--- src/rtl/seg7_mux_display.sv ---
// Purpose: multiplexed common-anode 7-segment driver; hex or decimal (double-dabble) rendering of a captured word.
// Latency: hex load -> display reg next edge; decimal load -> DATA_W busy cycles; seg/an/dp registered (+1 cycle).
// Backpressure: load is ignored while busy is high; nothing is queued.
// Ports: clk/reset (sync, active-high); value/load/mode capture the word; blank_lz, dp_mask live controls;
//        busy = conversion running; seg {g..a}, an (an[0] rightmost) and dp are all active-low.
module seg7_mux_display #(
    parameter int N_DIGITS    = 4,
    parameter int DATA_W      = 16,
    parameter int REFRESH_DIV = 100000
) (
    input  logic                clk,
    input  logic                reset,
    input  logic [DATA_W-1:0]   value,
    input  logic                load,
    input  logic                mode,
    input  logic                blank_lz,
    input  logic [N_DIGITS-1:0] dp_mask,
    output logic                busy,
    output logic [6:0]          seg,
    output logic [N_DIGITS-1:0] an,
    output logic                dp
);
    // BCD digits needed for DATA_W bits is ceil(DATA_W*log10(2)); one spare digit,
    // and never fewer than the displayed digits so the low slice always exists.
    localparam int BCD_RAW = (DATA_W * 302 + 999) / 1000 + 1;
    localparam int BCD_D   = (BCD_RAW > N_DIGITS) ? BCD_RAW : N_DIGITS;
    localparam int BCD_W   = BCD_D * 4;
    localparam int DISP_W  = N_DIGITS * 4;
    localparam int EXT_W   = (DATA_W > DISP_W) ? DATA_W : DISP_W;
    localparam int IDX_W   = (N_DIGITS > 1) ? $clog2(N_DIGITS) : 1;
    localparam int REF_W   = $clog2(REFRESH_DIV);
    localparam int ITER_W  = $clog2(DATA_W);

    typedef enum logic {S_IDLE, S_CONV} state_t;

    state_t              r_state, w_state_nxt;
    logic [DATA_W-1:0]   r_bin;
    logic [BCD_W-1:0]    r_bcd;
    logic [ITER_W-1:0]   r_iter;
    logic [DISP_W-1:0]   r_dig;
    logic                r_ovf;
    logic [REF_W-1:0]    r_ref_cnt;
    logic [IDX_W-1:0]    r_idx;

    logic [EXT_W-1:0]    w_val_ext;
    logic [BCD_W-1:0]    w_bcd_adj;
    logic [BCD_W-1:0]    w_bcd_nxt;
    logic                w_bcd_ovf;
    logic                w_last;
    logic [N_DIGITS-1:0] w_lz;
    logic                w_run;
    logic [3:0]          w_cur_dig;
    logic                w_blank;

    function automatic logic [6:0] f_glyph(input logic [3:0] d);
        case (d)
            4'h0: f_glyph = 7'b1000000;
            4'h1: f_glyph = 7'b1111001;
            4'h2: f_glyph = 7'b0100100;
            4'h3: f_glyph = 7'b0110000;
            4'h4: f_glyph = 7'b0011001;
            4'h5: f_glyph = 7'b0010010;
            4'h6: f_glyph = 7'b0000010;
            4'h7: f_glyph = 7'b1111000;
            4'h8: f_glyph = 7'b0000000;
            4'h9: f_glyph = 7'b0010000;
            4'hA: f_glyph = 7'b0001000;
            4'hB: f_glyph = 7'b0000011;
            4'hC: f_glyph = 7'b1000110;
            4'hD: f_glyph = 7'b0100001;
            4'hE: f_glyph = 7'b0000110;
            default: f_glyph = 7'b0001110;
        endcase
    endfunction

    // Zero-extend so hex digits beyond DATA_W read as 0.
    assign w_val_ext = EXT_W'(value);
    assign w_last    = (r_iter == ITER_W'(DATA_W - 1));
    assign busy      = (r_state == S_CONV);

    // One double-dabble step: add 3 to every nibble >= 5, then shift in the next MSB.
    always_comb begin
        w_bcd_adj = r_bcd;
        for (int k = 0; k < BCD_D; k++) begin
            if (r_bcd[k*4 +: 4] >= 4'd5) begin
                w_bcd_adj[k*4 +: 4] = r_bcd[k*4 +: 4] + 4'd3;
            end
        end
        w_bcd_nxt = {w_bcd_adj[BCD_W-2:0], r_bin[DATA_W-1]};
        w_bcd_ovf = 1'b0;
        for (int k = N_DIGITS; k < BCD_D; k++) begin
            w_bcd_ovf = w_bcd_ovf | (w_bcd_nxt[k*4 +: 4] != 4'd0);
        end
    end

    always_ff @(posedge clk) begin
        if (reset) begin
            r_state <= S_IDLE;
        end else begin
            r_state <= w_state_nxt;
        end
    end

    always_comb begin
        w_state_nxt = r_state;
        case (r_state)
            S_IDLE: if (load && mode) w_state_nxt = S_CONV;
            S_CONV: if (w_last)       w_state_nxt = S_IDLE;
            default:                  w_state_nxt = S_IDLE;
        endcase
    end

    // Conversion datapath and display register; the display register is only
    // written as a whole (hex capture or final conversion step).
    always_ff @(posedge clk) begin
        if (reset) begin
            r_bin  <= '0;
            r_bcd  <= '0;
            r_iter <= '0;
            r_dig  <= '0;
            r_ovf  <= 1'b0;
        end else begin
            case (r_state)
                S_IDLE: begin
                    if (load) begin
                        if (mode) begin
                            r_bin  <= value;
                            r_bcd  <= '0;
                            r_iter <= '0;
                        end else begin
                            r_dig <= w_val_ext[DISP_W-1:0];
                            r_ovf <= 1'b0;
                        end
                    end
                end
                default: begin
                    r_bin  <= r_bin << 1;
                    r_bcd  <= w_bcd_nxt;
                    r_iter <= r_iter + ITER_W'(1);
                    if (w_last) begin
                        r_dig <= w_bcd_nxt[DISP_W-1:0];
                        r_ovf <= w_bcd_ovf;
                    end
                end
            endcase
        end
    end

    // Refresh counter and digit index.
    always_ff @(posedge clk) begin
        if (reset) begin
            r_ref_cnt <= '0;
            r_idx     <= '0;
        end else if (r_ref_cnt == REF_W'(REFRESH_DIV - 1)) begin
            r_ref_cnt <= '0;
            r_idx     <= (r_idx == IDX_W'(N_DIGITS - 1)) ? '0 : r_idx + IDX_W'(1);
        end else begin
            r_ref_cnt <= r_ref_cnt + REF_W'(1);
        end
    end

    // w_lz[i]: digit i and everything above it are zero.
    always_comb begin
        w_lz  = '0;
        w_run = 1'b1;
        for (int i = N_DIGITS - 1; i >= 0; i--) begin
            w_run   = w_run & (r_dig[i*4 +: 4] == 4'd0);
            w_lz[i] = w_run;
        end
    end

    assign w_cur_dig = r_dig[{r_idx, 2'b00} +: 4];
    // Overflow dashes are never blanked; digit 0 always shows.
    assign w_blank   = blank_lz & ~r_ovf & (r_idx != '0) & w_lz[r_idx];

    always_ff @(posedge clk) begin
        if (reset) begin
            seg <= 7'h7F;
            an  <= '1;
            dp  <= 1'b1;
        end else begin
            an  <= ~(N_DIGITS'(1) << r_idx);
            dp  <= ~dp_mask[r_idx];
            if (r_ovf) begin
                seg <= 7'b0111111;
            end else if (w_blank) begin
                seg <= 7'h7F;
            end else begin
                seg <= f_glyph(w_cur_dig);
            end
        end
    end
endmodule

--- config.mk ---
export PLATFORM = sky130hd
export DESIGN_NAME = seg7_mux_display
export DESIGN_NICKNAME = d
export VERILOG_FILES = /design/src/rtl/seg7_mux_display.sv
export SDC_FILE = /design/constraint.sdc
export NUM_CORES = 1
export LEC_CHECK = 0
export ABC_AREA = 1
export CORE_MARGIN = 2
export CORE_UTILIZATION = 50
export CTS_CLUSTER_SIZE = 40
export DETAILED_ROUTE_END_ITERATION = 7
export GPL_ROUTABILITY_DRIVEN = 0
export PLACE_DENSITY = 0.69
export SLEW_MARGIN = 20
export SYNTH_ARGS = -nofsm -noshare
export SYNTH_HDL_FRONTEND = slang
export SYNTH_SLANG_ARGS = --single-unit
--- constraint.sdc ---
create_clock -name clk -period 2.3 [get_ports clk]
set_input_delay 0.345 -clock clk [delete_from_list [all_inputs] [get_ports clk]]
set_output_delay 0.345 -clock clk [all_outputs]
set_load 0.02 [all_outputs]
==> impl_metrics.json <==
{
  "top_layer": "met4",
  "max_freq_mhz": 517,
  "yosysTopAreaCell": "dfxtp_1",
  "synth_seq_cells": 93,
  "synth_seq_area_share_pct": 39.4,
  "status": "complete, no violations",
  "die_area_mm2": 0.0102,
  "ys.flop_type": "dfxtp_1",
  "min_period_ns": 1.93,
  "synth_fa_ha_area_share_pct": 6.10,
  "h-tree-depth": 3,
  "drt-total-wl_um": 10600,
  "die_y_um": 101,
  "hold_class": "flop to flop",
  "required_ns": 1.96,
  "fin_nets": 755,
  "synth_edf_count": 0,
  "worstPathMaxFanout": 9,
  "ioPinCount": 38,
  "slowest_stage": "clkdlybuf4s50_1",
  "clk_pin_slew_ns": 0.09,
  "tightest_slew_ns": 0.417,
  "hold_buffers": 0,
  "synth_nets": 723,
  "hold_violations": 0,
  "synth_xor_xnor_area_share_pct": 1.30,
  "antenna_found_initial": 0,
  "drcViolationCount": 0,
  "cts_made_buffers": 9,
  "synth_compound_area_share_pct": 16.6,
  "synth_top_family_by_area": "simple AND/OR/NAND/NOR gates",
  "drt-met1-wl_um": 4890,
  "report.final.slew_viol_count": 0,
  "synth.area.mux_share_pct": 0,
  "drive_above_1_share_pct": 5.34,
  "synthSimpleGateAreaFrac_pct": 26.9,
  "grt_use_total_pct": 22.1,
  "cellLeakagePower_nw": 2.22,
  "cts-resized-gates": 0,
  "critPathBufInv": 1,
  "end_kind": "output pin",
  "maxCapViolCount": 0,
  "core_mm2": 0.00920,
  "post-cts-setup-buffer-count": 0,
  "whs_ns": 0.467,
  "p_per_area_mw_per_mm2": 605,
  "fin_skew_ns": 0.00658,
  "place_hpwl_um": 7700,
  "worstSetupPathType": "flop to output pin",
  "worstPathCellList": "clkdlybuf4s50_1",
  "grt_max_degree": 38,
  "met2_length_um": 4940,
  "postRouteAntennaNets": 0,
  "crit_path_start_kind": "flop",
  "yosys_warnings": 0,
  "slew-limit-headroom_pct": 72.2,
  "synth_top_area_share_pct": 39.4,
  "firstDrtPassIters": 4,
  "antenna_cells": 0,
  "synth.distinct_cells": 37,
  "setup_violations": 0,
  "arrival_ns": 1.59,
  "insertion_delay_ns": 0.36,
  "clockBufferDepth": 2,
  "rows": 35,
  "rsz0062_at_grt": "no",
  "drtIter0Drc": 221,
  "fin_tns_setup_ns": 0,
  "avgRoutedWirePerCell_um": 12.8,
  "vias": 4431,
  "syn_area_per_cell_um2": 6.99,
  "root_buffer": "clkbuf_8",
  "grt-ovfl-total": 0,
  "synth.top_cells.by_area": "dfxtp_1 39%, nand2_1 14%, a21oi_1 6.5%",
  "syn_area_mm2": 0.00472,
  "port_buffers": 37,
  "viasPerCell": 5.38,
  "finalCritPeriodShare_pct": 84.1,
  "netlist_instances": 675,
  "area_growth_pct": 13.9,
  "crit_path_max_incr_delay_ns": 0.68,
  "ir_drop_mv": 0.292,
  "grt_pass1_wl_um": 18400,
  "crit_family": "buffers and inverters",
  "grt_pass1_vias": 4123,
  "async_flop_share_pct": 0,
  "fp.dieW_um": 101,
  "initial_utilization_pct": 51.3,
  "cts_tree": "yes",
  "wl_met3_um": 553,
  "clock_sinks": 93
}
==> layout by cell type, fill, tap and decap left out, types with 8 or more instances in the layout <==
cell / n
nand2_1: 173
dfxtp_1: 93
inv_1: 80
a21oi_1: 61
nor2_1: 51
o21ai_0: 50
nand3_1: 43
clkdlybuf4s50_1: 37
ha_1: 23
a31oi_1: 13
clkbuf_8: 10
nor3_1: 9
nand4_1: 8
==> layout make-up <==
| type | count | area, µm² |
|---|---|---|
| fillers | 889 | 3820 |
| multi-input cells | 473 | 2400 |
| flip-flops and latches | 93 | 1860 |
| repair buffers | 46 | 463 |
| inverters | 84 | 315 |
| clock buffers | 13 | 149 |
| well taps | 111 | 139 |
| clock inverters | 3 | 45.0 |
==> cells in the mapped netlist, types with 3 or more instances <==
cell type,count
clkbuf_1,7
nor3_1,9
inv_1,80
a21oi_1,61
a211oi_1,3
ha_1,23
nand4_1,8
xor2_1,6
dfxtp_1,93
o221ai_1,6
buf_4,3
a31oi_1,13
o22ai_1,3
o21ai_0,50
buf_2,10
inv_2,4
nand3_1,43
o211ai_1,4
nand2_1,173
buf_6,3
nor2_1,51
==> per-stage QoR <==
| step | cell area, µm² | setup WS, ns | cells | power [mW] | utilization (%) |
|---|---|---|---|---|---|
| floorplan | 4720 | 0.685 | 675 | 2.03 | - |
| global placement | 5180 | 0.536 | 807 | 2.18 | 56.4 |
| detailed placement | 5180 | 0.493 | 807 | 2.19 | 56.4 |
| CTS | 5380 | 0.354 | 823 | 3.27 | 58.5 |
| global route | 5380 | 0.305 | 823 | 3.41 | 58.5 |
| finish | 5380 | 0.367 | 823 | 3.25 | 58.5 |
==> power by group <==
group          switching (mW)  internal (mW)  leakage (nW)
clock network           0.560          0.534        0.0899
registers              0.0447           1.68         0.758
logic                   0.258          0.177          1.38
==> per-layer routing <==
| layer | vias to the layer above | track usage (%) |
|---|---|---|
| li1 | 2264 | - |
| met1 | 2028 | 29.2 |
| met2 | 123 | 36.3 |
| met3 | 16 | 4.49 |
| met4 | 0 | 7.17 |
| met5 | - | 0 |
==> flip-flops by register name (all words and copies together) (netlist names) <==
name / flops
an: 4
busy: 1
dp: 1
r_bcd: 24
r_bin: 16
r_dig: 16
r_idx: 2
r_iter: 4
r_ovf: 1
r_ref_cnt: 17
seg: 7
==> cell families after synthesis <==
| logic type | Yosys count |
|---|---|
| xor+xnor | 7 |
| buf+inv | 109 |
| compound gates | 143 |
| flops | 93 |
| fa+ha+maj | 23 |
| simple gates | 300 |
==> final timing paths <==
check                               start                       to  slack [ns]  cells after the start
hold reg to reg   r_ref_cnt[0]$_SDFF_PP0_  r_ref_cnt[0]$_SDFF_PP0_        0.47                      1
hold / removal    r_ref_cnt[0]$_SDFF_PP0_  r_ref_cnt[0]$_SDFF_PP0_        0.47                      1
setup reg to reg    r_idx[0]$_SDFFE_PP0P_        seg[0]$_SDFF_PP1_        0.56                      9
setup / recovery          busy$_SDFF_PP0_                     busy        0.37                      1
Note: power is estimated with default switching activity, not from simulation.
